### config.mk
export PLATFORM = sky130hd
export DESIGN_NAME = demodulator_psk
export DESIGN_NICKNAME = d
export VERILOG_FILES = /design/src/rtl/demodulator_psk.sv
export SDC_FILE = /design/constraint.sdc
export NUM_CORES = 1
export LEC_CHECK = 0
export CAP_MARGIN = 20
export CORE_MARGIN = 8
export CORE_UTILIZATION = 30
export CTS_CLUSTER_DIAMETER = 30
export DETAILED_ROUTE_END_ITERATION = 16
export MAX_ROUTING_LAYER = met4
export PLACE_DENSITY = 0.44
export SKIP_LAST_GASP = 1
export SLEW_MARGIN = 30
export SYNTH_ARGS = -nofsm -noshare
export SYNTH_HDL_FRONTEND = slang
export SYNTH_SLANG_ARGS = --single-unit
### constraint.sdc
create_clock -name clk -period 4.1 [get_ports clk]
set_input_delay 0.615 -clock clk [delete_from_list [all_inputs] [get_ports clk]]
set_output_delay 0.615 -clock clk [all_outputs]
set_load 0.005 [all_outputs]
### src/rtl/demodulator_psk.sv
// PSK/PWM receive end: frames on symb_clk toggles, votes over repeated symbols, one write strobe 1 clk after frame end.
// Drops the sample (sticky overflow) when full=1; define DEMOD_MAJORITY_EN for per-bit majority vote instead of mid-bit sampling.
module demodulator_psk #(
  parameter int PSK_CLKS_PER_BIT    = 4,
  parameter int PSK_BITS_PER_SYMBOL = 4,
  parameter int PSK_REPEATED_SAMPLE = 30
) (
  input  logic       clk,
  input  logic       rst,
  input  logic       enable,
  input  logic       pwm,
  input  logic       symb_clk,
  output logic [7:0] wdata,
  output logic       write,
  input  logic       full,
  output logic       locked,
  output logic       err_rep,
  output logic       err_sync,
  output logic       overflow
);

  localparam int CPB = PSK_CLKS_PER_BIT;
  localparam int BPS = PSK_BITS_PER_SYMBOL;
  localparam int REP = PSK_REPEATED_SAMPLE;
  localparam int CW  = (CPB > 1) ? $clog2(CPB) : 1;
  localparam int BW  = (BPS > 1) ? $clog2(BPS) : 1;
  localparam int RW  = (REP > 1) ? $clog2(REP) : 1;
  localparam logic [CW-1:0] C_LAST = CW'(CPB - 1);
  localparam logic [BW-1:0] B_LAST = BW'(BPS - 1);
  localparam logic [RW-1:0] R_LAST = RW'(REP - 1);

  typedef enum logic [1:0] {S_IDLE, S_RUN, S_WAIT} state_t;

  state_t        state_q;
  logic          symb_q;
  logic [CW-1:0] c_q, c_d, c_now;
  logic [BW-1:0] b_q, b_d, b_now;
  logic [RW-1:0] r_q, r_d, r_now;
  logic [7:0]    cur_q, ref_q, wdata_q, cur_full;
  logic          write_q, locked_q, err_rep_q, err_sync_q, overflow_q;
  logic          tgl, active, bit_end, rep_end, frame_end, bit_val;

  // A toggle always restarts the frame: the toggle cycle is processed as c=b=r=0.
  always_comb begin
    tgl       = symb_clk ^ symb_q;
    active    = tgl || (state_q == S_RUN);
    c_now     = tgl ? '0 : c_q;
    b_now     = tgl ? '0 : b_q;
    r_now     = tgl ? '0 : r_q;
    bit_end   = active && (c_now == C_LAST);
    rep_end   = bit_end && (b_now == B_LAST);
    frame_end = rep_end && (r_now == R_LAST);

    cur_full        = cur_q;
    cur_full[b_now] = bit_val;

    c_d = c_q;
    b_d = b_q;
    r_d = r_q;
    if (active) begin
      c_d = bit_end ? '0 : c_now + CW'(1);
      b_d = b_now;
      r_d = r_now;
      if (bit_end) b_d = rep_end ? '0 : b_now + BW'(1);
      if (rep_end) r_d = frame_end ? '0 : r_now + RW'(1);
    end
  end

`ifdef DEMOD_MAJORITY_EN
  localparam int OW = $clog2(CPB + 1);
  localparam logic [OW-1:0] HALF_ONES = OW'(CPB / 2);

  logic [OW-1:0] ones_q, ones_d, ones_now;

  // Ties resolve to 0 because the comparison is strict.
  always_comb begin
    ones_now = (tgl ? '0 : ones_q) + OW'(pwm);
    bit_val  = (ones_now > HALF_ONES);
    ones_d   = ones_q;
    if (active) ones_d = bit_end ? '0 : ones_now;
  end

  always_ff @(posedge clk) begin
    if (rst) begin
      ones_q <= '0;
    end else if (enable) begin
      ones_q <= ones_d;
    end
  end
`else
  localparam logic [CW-1:0] C_HALF = CW'(CPB / 2);

  logic samp_q, samp_d;

  // With CPB=2 the mid-bit sample is also the last cycle, so take pwm directly there.
  always_comb begin
    bit_val = (c_now == C_HALF) ? pwm : samp_q;
    samp_d  = samp_q;
    if (active && (c_now == C_HALF)) samp_d = pwm;
  end

  always_ff @(posedge clk) begin
    if (rst) begin
      samp_q <= 1'b0;
    end else if (enable) begin
      samp_q <= samp_d;
    end
  end
`endif

  always_ff @(posedge clk) begin
    if (rst) begin
      state_q    <= S_IDLE;
      symb_q     <= 1'b0;
      c_q        <= '0;
      b_q        <= '0;
      r_q        <= '0;
      cur_q      <= '0;
      ref_q      <= '0;
      wdata_q    <= '0;
      write_q    <= 1'b0;
      locked_q   <= 1'b0;
      err_rep_q  <= 1'b0;
      err_sync_q <= 1'b0;
      overflow_q <= 1'b0;
    end else if (!enable) begin
      write_q <= 1'b0;
    end else begin
      symb_q  <= symb_clk;
      c_q     <= c_d;
      b_q     <= b_d;
      r_q     <= r_d;
      write_q <= 1'b0;

      if (bit_end) cur_q <= cur_full;
      if (rep_end && (r_now == '0)) ref_q <= cur_full;
      if (rep_end && (r_now != '0) && (cur_full != ref_q)) err_rep_q <= 1'b1;
      if (tgl && (state_q == S_RUN)) err_sync_q <= 1'b1;

      // With REP=1 the reference is being captured this same cycle.
      if (frame_end) begin
        if (full) begin
          overflow_q <= 1'b1;
        end else begin
          write_q <= 1'b1;
          wdata_q <= (r_now == '0) ? cur_full : ref_q;
        end
      end

      case (state_q)
        S_IDLE: begin
          if (tgl) begin
            state_q  <= S_RUN;
            locked_q <= 1'b1;
          end
        end
        S_RUN: begin
          if (frame_end) state_q <= S_WAIT;
        end
        S_WAIT: begin
          if (tgl) state_q <= S_RUN;
        end
        default: begin
          state_q  <= S_IDLE;
          locked_q <= 1'b0;
        end
      endcase
    end
  end

  assign wdata    = wdata_q;
  assign write    = write_q & enable;
  assign locked   = locked_q;
  assign err_rep  = err_rep_q;
  assign err_sync = err_sync_q;
  assign overflow = overflow_q;

endmodule

==> reports/metrics.cfg <==
[timing]
timing.slew.headroom = 0.653
fin_crit_sh = 0.741
slew_viol_final = 0
rsz0062_at_grt = false
worst_slew_pin_slew_ns = 0.519
setup_viol = 0
final-hold-violation-count = 0
layout_min_cycle_time_ns = 3.04
fin_tns_setup_ns = 0
fmax_mhz = 329
finClkSkew_ns = 0.00835

[hold_path]
min_path_type = flop to flop
min_from = c_q[1]$_SDFFE_PP0P_
whs_path_depth = 2
min_to = c_q[1]$_SDFFE_PP0P_

[setup_path]
endpoint_kind = flop
critPathKind = input pin to flop
crit_required_ns = 4.28
startpoint_type = input pin
rrSetupSlack_ns = 1.54
r2r-start = symb_q$_SDFFE_PP0P_
rr_worst_depth = 9
cpPeakStageDelay_ns = 0.48
crit_start = symb_clk
critPathArrivalTime_ns = 3.22
cp_max_fo = 9
r2r_end = err_rep$_SDFFE_PP0P_
crit_slowest_cell = clkdlybuf4s50_1
path_cells = clkdlybuf4s50_1, xnor2_1, and2_1, inv_1, ha_1, mux2i_2, nor4_1, a31o_1, or4_1, o31a_1

[power]
p_clk_frac = 0.494
pwr-share-comb = 0.111
leakage_uw = 0.000783
seq_power_share = 0.394
peakVddDrop_uv = 196
swShare = 0.232
p_int_uw = 589
powerDensity_nw_per_um2 = 358
p_switching_uw = 178

[synthesis]
synthCells = 211
synth_cell_types = 58
ys_ff_latch = 30
synthArstFlopShare = 0
synth_common_cells = dfxtp_1, nor2_1, nand2_1, ha_1, nand2b_1
synth.yosys.seq_area_share = 0.331
yosys.area.top_type_share = 0.331
yosys.area.top_type = dfxtp_1
synth.avg_cell_area_um2 = 8.60
synth.most_common_cell = dfxtp_1
ys.flop_type = dfxtp_1
syn_area_um2 = 1820
synth_area_leaders = dfxtp_1, ha_1, nor2_1, mux2i_1, nand2b_1
synth_edf_count = 0
yosysWarnings = 0

[placed_design]
gp_congestion = 0.804
port-buffer-count = 14
hpwl_mm = 3.01
place_inst = 293

[clock_network]
cts_setup_buffers = 0
cts-root-buf = clkbuf_8
cts-hold-fix-buffers = 0
clockBufferDepth = 2
cts_resized = 0
cts.sinks = 30
clkTransAtPathRegs_ns = 0.07
h-tree-depth = 2
clk_latency_ns = 0.29
cts_tree = built
cts_made_buffers = 5

[route]
viasPerCell = 4.96
dr.pass1.iters = 4
wl_mm = 4.11
drc = 0
ant_nets = 0
drt-wirelength-per-cell_um = 13.7
vias = 1494
drt_iter0_drc = 108

[global_route]
grt_max_degree = 23
antenna_found_initial = 0
grt_pass1_wl_mm = 7.10
gr-total-overflow = 0
grt_use_total = 0.104
grt_pass1_vias = 1464

[die]
die_y_um = 93.8
die_area_um2 = 8800
dieWidth_um = 93.8
start_util = 0.308
ios = 19
fp.coreArea_um2 = 5890
rows = 28

[job]
cap_violations = 0

[layout]
final_cells = 301
drive_above_1_share = 0.115
nNetsFinal = 240
diodes = 0
area_delta_synth_final_pct = 18.1

[outcome]
status = complete, no violations

-- stage by stage --
stage / instance area, um2 / worst slack [ns] / hold WS, ns / util / power [uW]
2_1_floorplan: 1830 / 1.27 / 0.427 / - / 375
3_3_place_gp: 2000 / 0.814 / 0.451 / 0.340 / 396
3_5_place_dp: 2000 / 0.762 / 0.453 / 0.340 / 395
4_1_cts: 2140 / 1.07 / 0.465 / 0.364 / 777
5_1_grt: 2140 / 0.860 / 0.482 / 0.364 / 800
6_report: 2140 / 1.06 / 0.460 / 0.364 / 767
-- how the worst max path moves through the flow --
stage                     cells past startpoint  slack (ns)                    to
final                                        10        1.06  err_rep$_SDFFE_PP0P_
after global routing                         10        0.86  err_rep$_SDFFE_PP0P_
after CTS                                    10        1.07  err_rep$_SDFFE_PP0P_
after detailed placement                     10        0.76  err_rep$_SDFFE_PP0P_
after global placement                       10        0.81  err_rep$_SDFFE_PP0P_
after floorplan                              10        1.27  err_rep$_SDFFE_PP0P_
-- layout make-up --
class | instances | area [um2]
Clock buffer | 6 | 82.6
Clock inverter | 2 | 60.1
Fill cell | 625 | 3740
Inverter | 8 | 30.0
Multi-Input combinational cell | 162 | 1110
Sequential cell | 30 | 601
Tap cell | 75 | 93.8
Timing Repair Buffer | 18 | 170
-- power by group through the flow --
stage / Clock, uW / Sequential [uW] / Combinational, uW
2_1_floorplan: 0 / 308 / 67.0
3_3_place_gp: 0 / 309 / 86.2
3_5_place_dp: 0 / 309 / 85.6
4_1_cts: 388 / 303 / 85.9
5_1_grt: 402 / 304 / 94.3
6_report: 379 / 303 / 85.4
-- critical path, delay by kind of cell --
kind	cells	cell delay [ns]
xor+xnor	1	0.25
mux	1	0.44
buf+inv	2	0.53
compound gates	2	0.44
fa+ha+maj	1	0.24
simple gates	3	0.69
-- layer usage --
layer  routed length (um)  GRT usage  vias to the layer above
met5                    0          -                        -
met4                   64     0.0436                        0
met3                  177     0.0248                        7
met2                 1810      0.160                       28
met1                 2060      0.127                      679
li1                     -          -                      780
-- flip-flops by register name, indices dropped and copies added, names as in the netlist --
register and count:
r_q 5, cur_q 4, ref_q 4, wdata 4, b_q 2, c_q 2, state_q 2, err_rep 1
err_sync 1, locked 1, overflow 1, samp_q 1, symb_q 1, write_q 1
-- kinds of logic after synthesis --
logic type / count (synthesis) / share of synthesized area
xor+xnor: 2 / 0.0138
compound gates: 51 / 0.198
fa+ha+maj: 9 / 0.0620
buf+inv: 22 / 0.0655
flops: 30 / 0.331
mux: 12 / 0.0724
simple gates: 84 / 0.255
other cells: 1 / 0.00207
-- placed cells by master (no fill, tap or decap), types with 3 or more instances in the layout --
cell / n
dfxtp_1: 30
o21ai_0: 8
mux2i_1: 8
inv_1: 8
nand3_1: 8
conb_1: 4
nand2b_1: 9
and2_1: 6
o21ai_1: 7
clkbuf_8: 6
buf_4: 4
nand3b_1: 3
nor3_1: 7
a31oi_1: 4
clkdlybuf4s50_1: 14
nor2_1: 23
a21oi_1: 7
a211oi_1: 4
ha_1: 9
nand2_1: 11
Power figures use the tool's default switching activity.
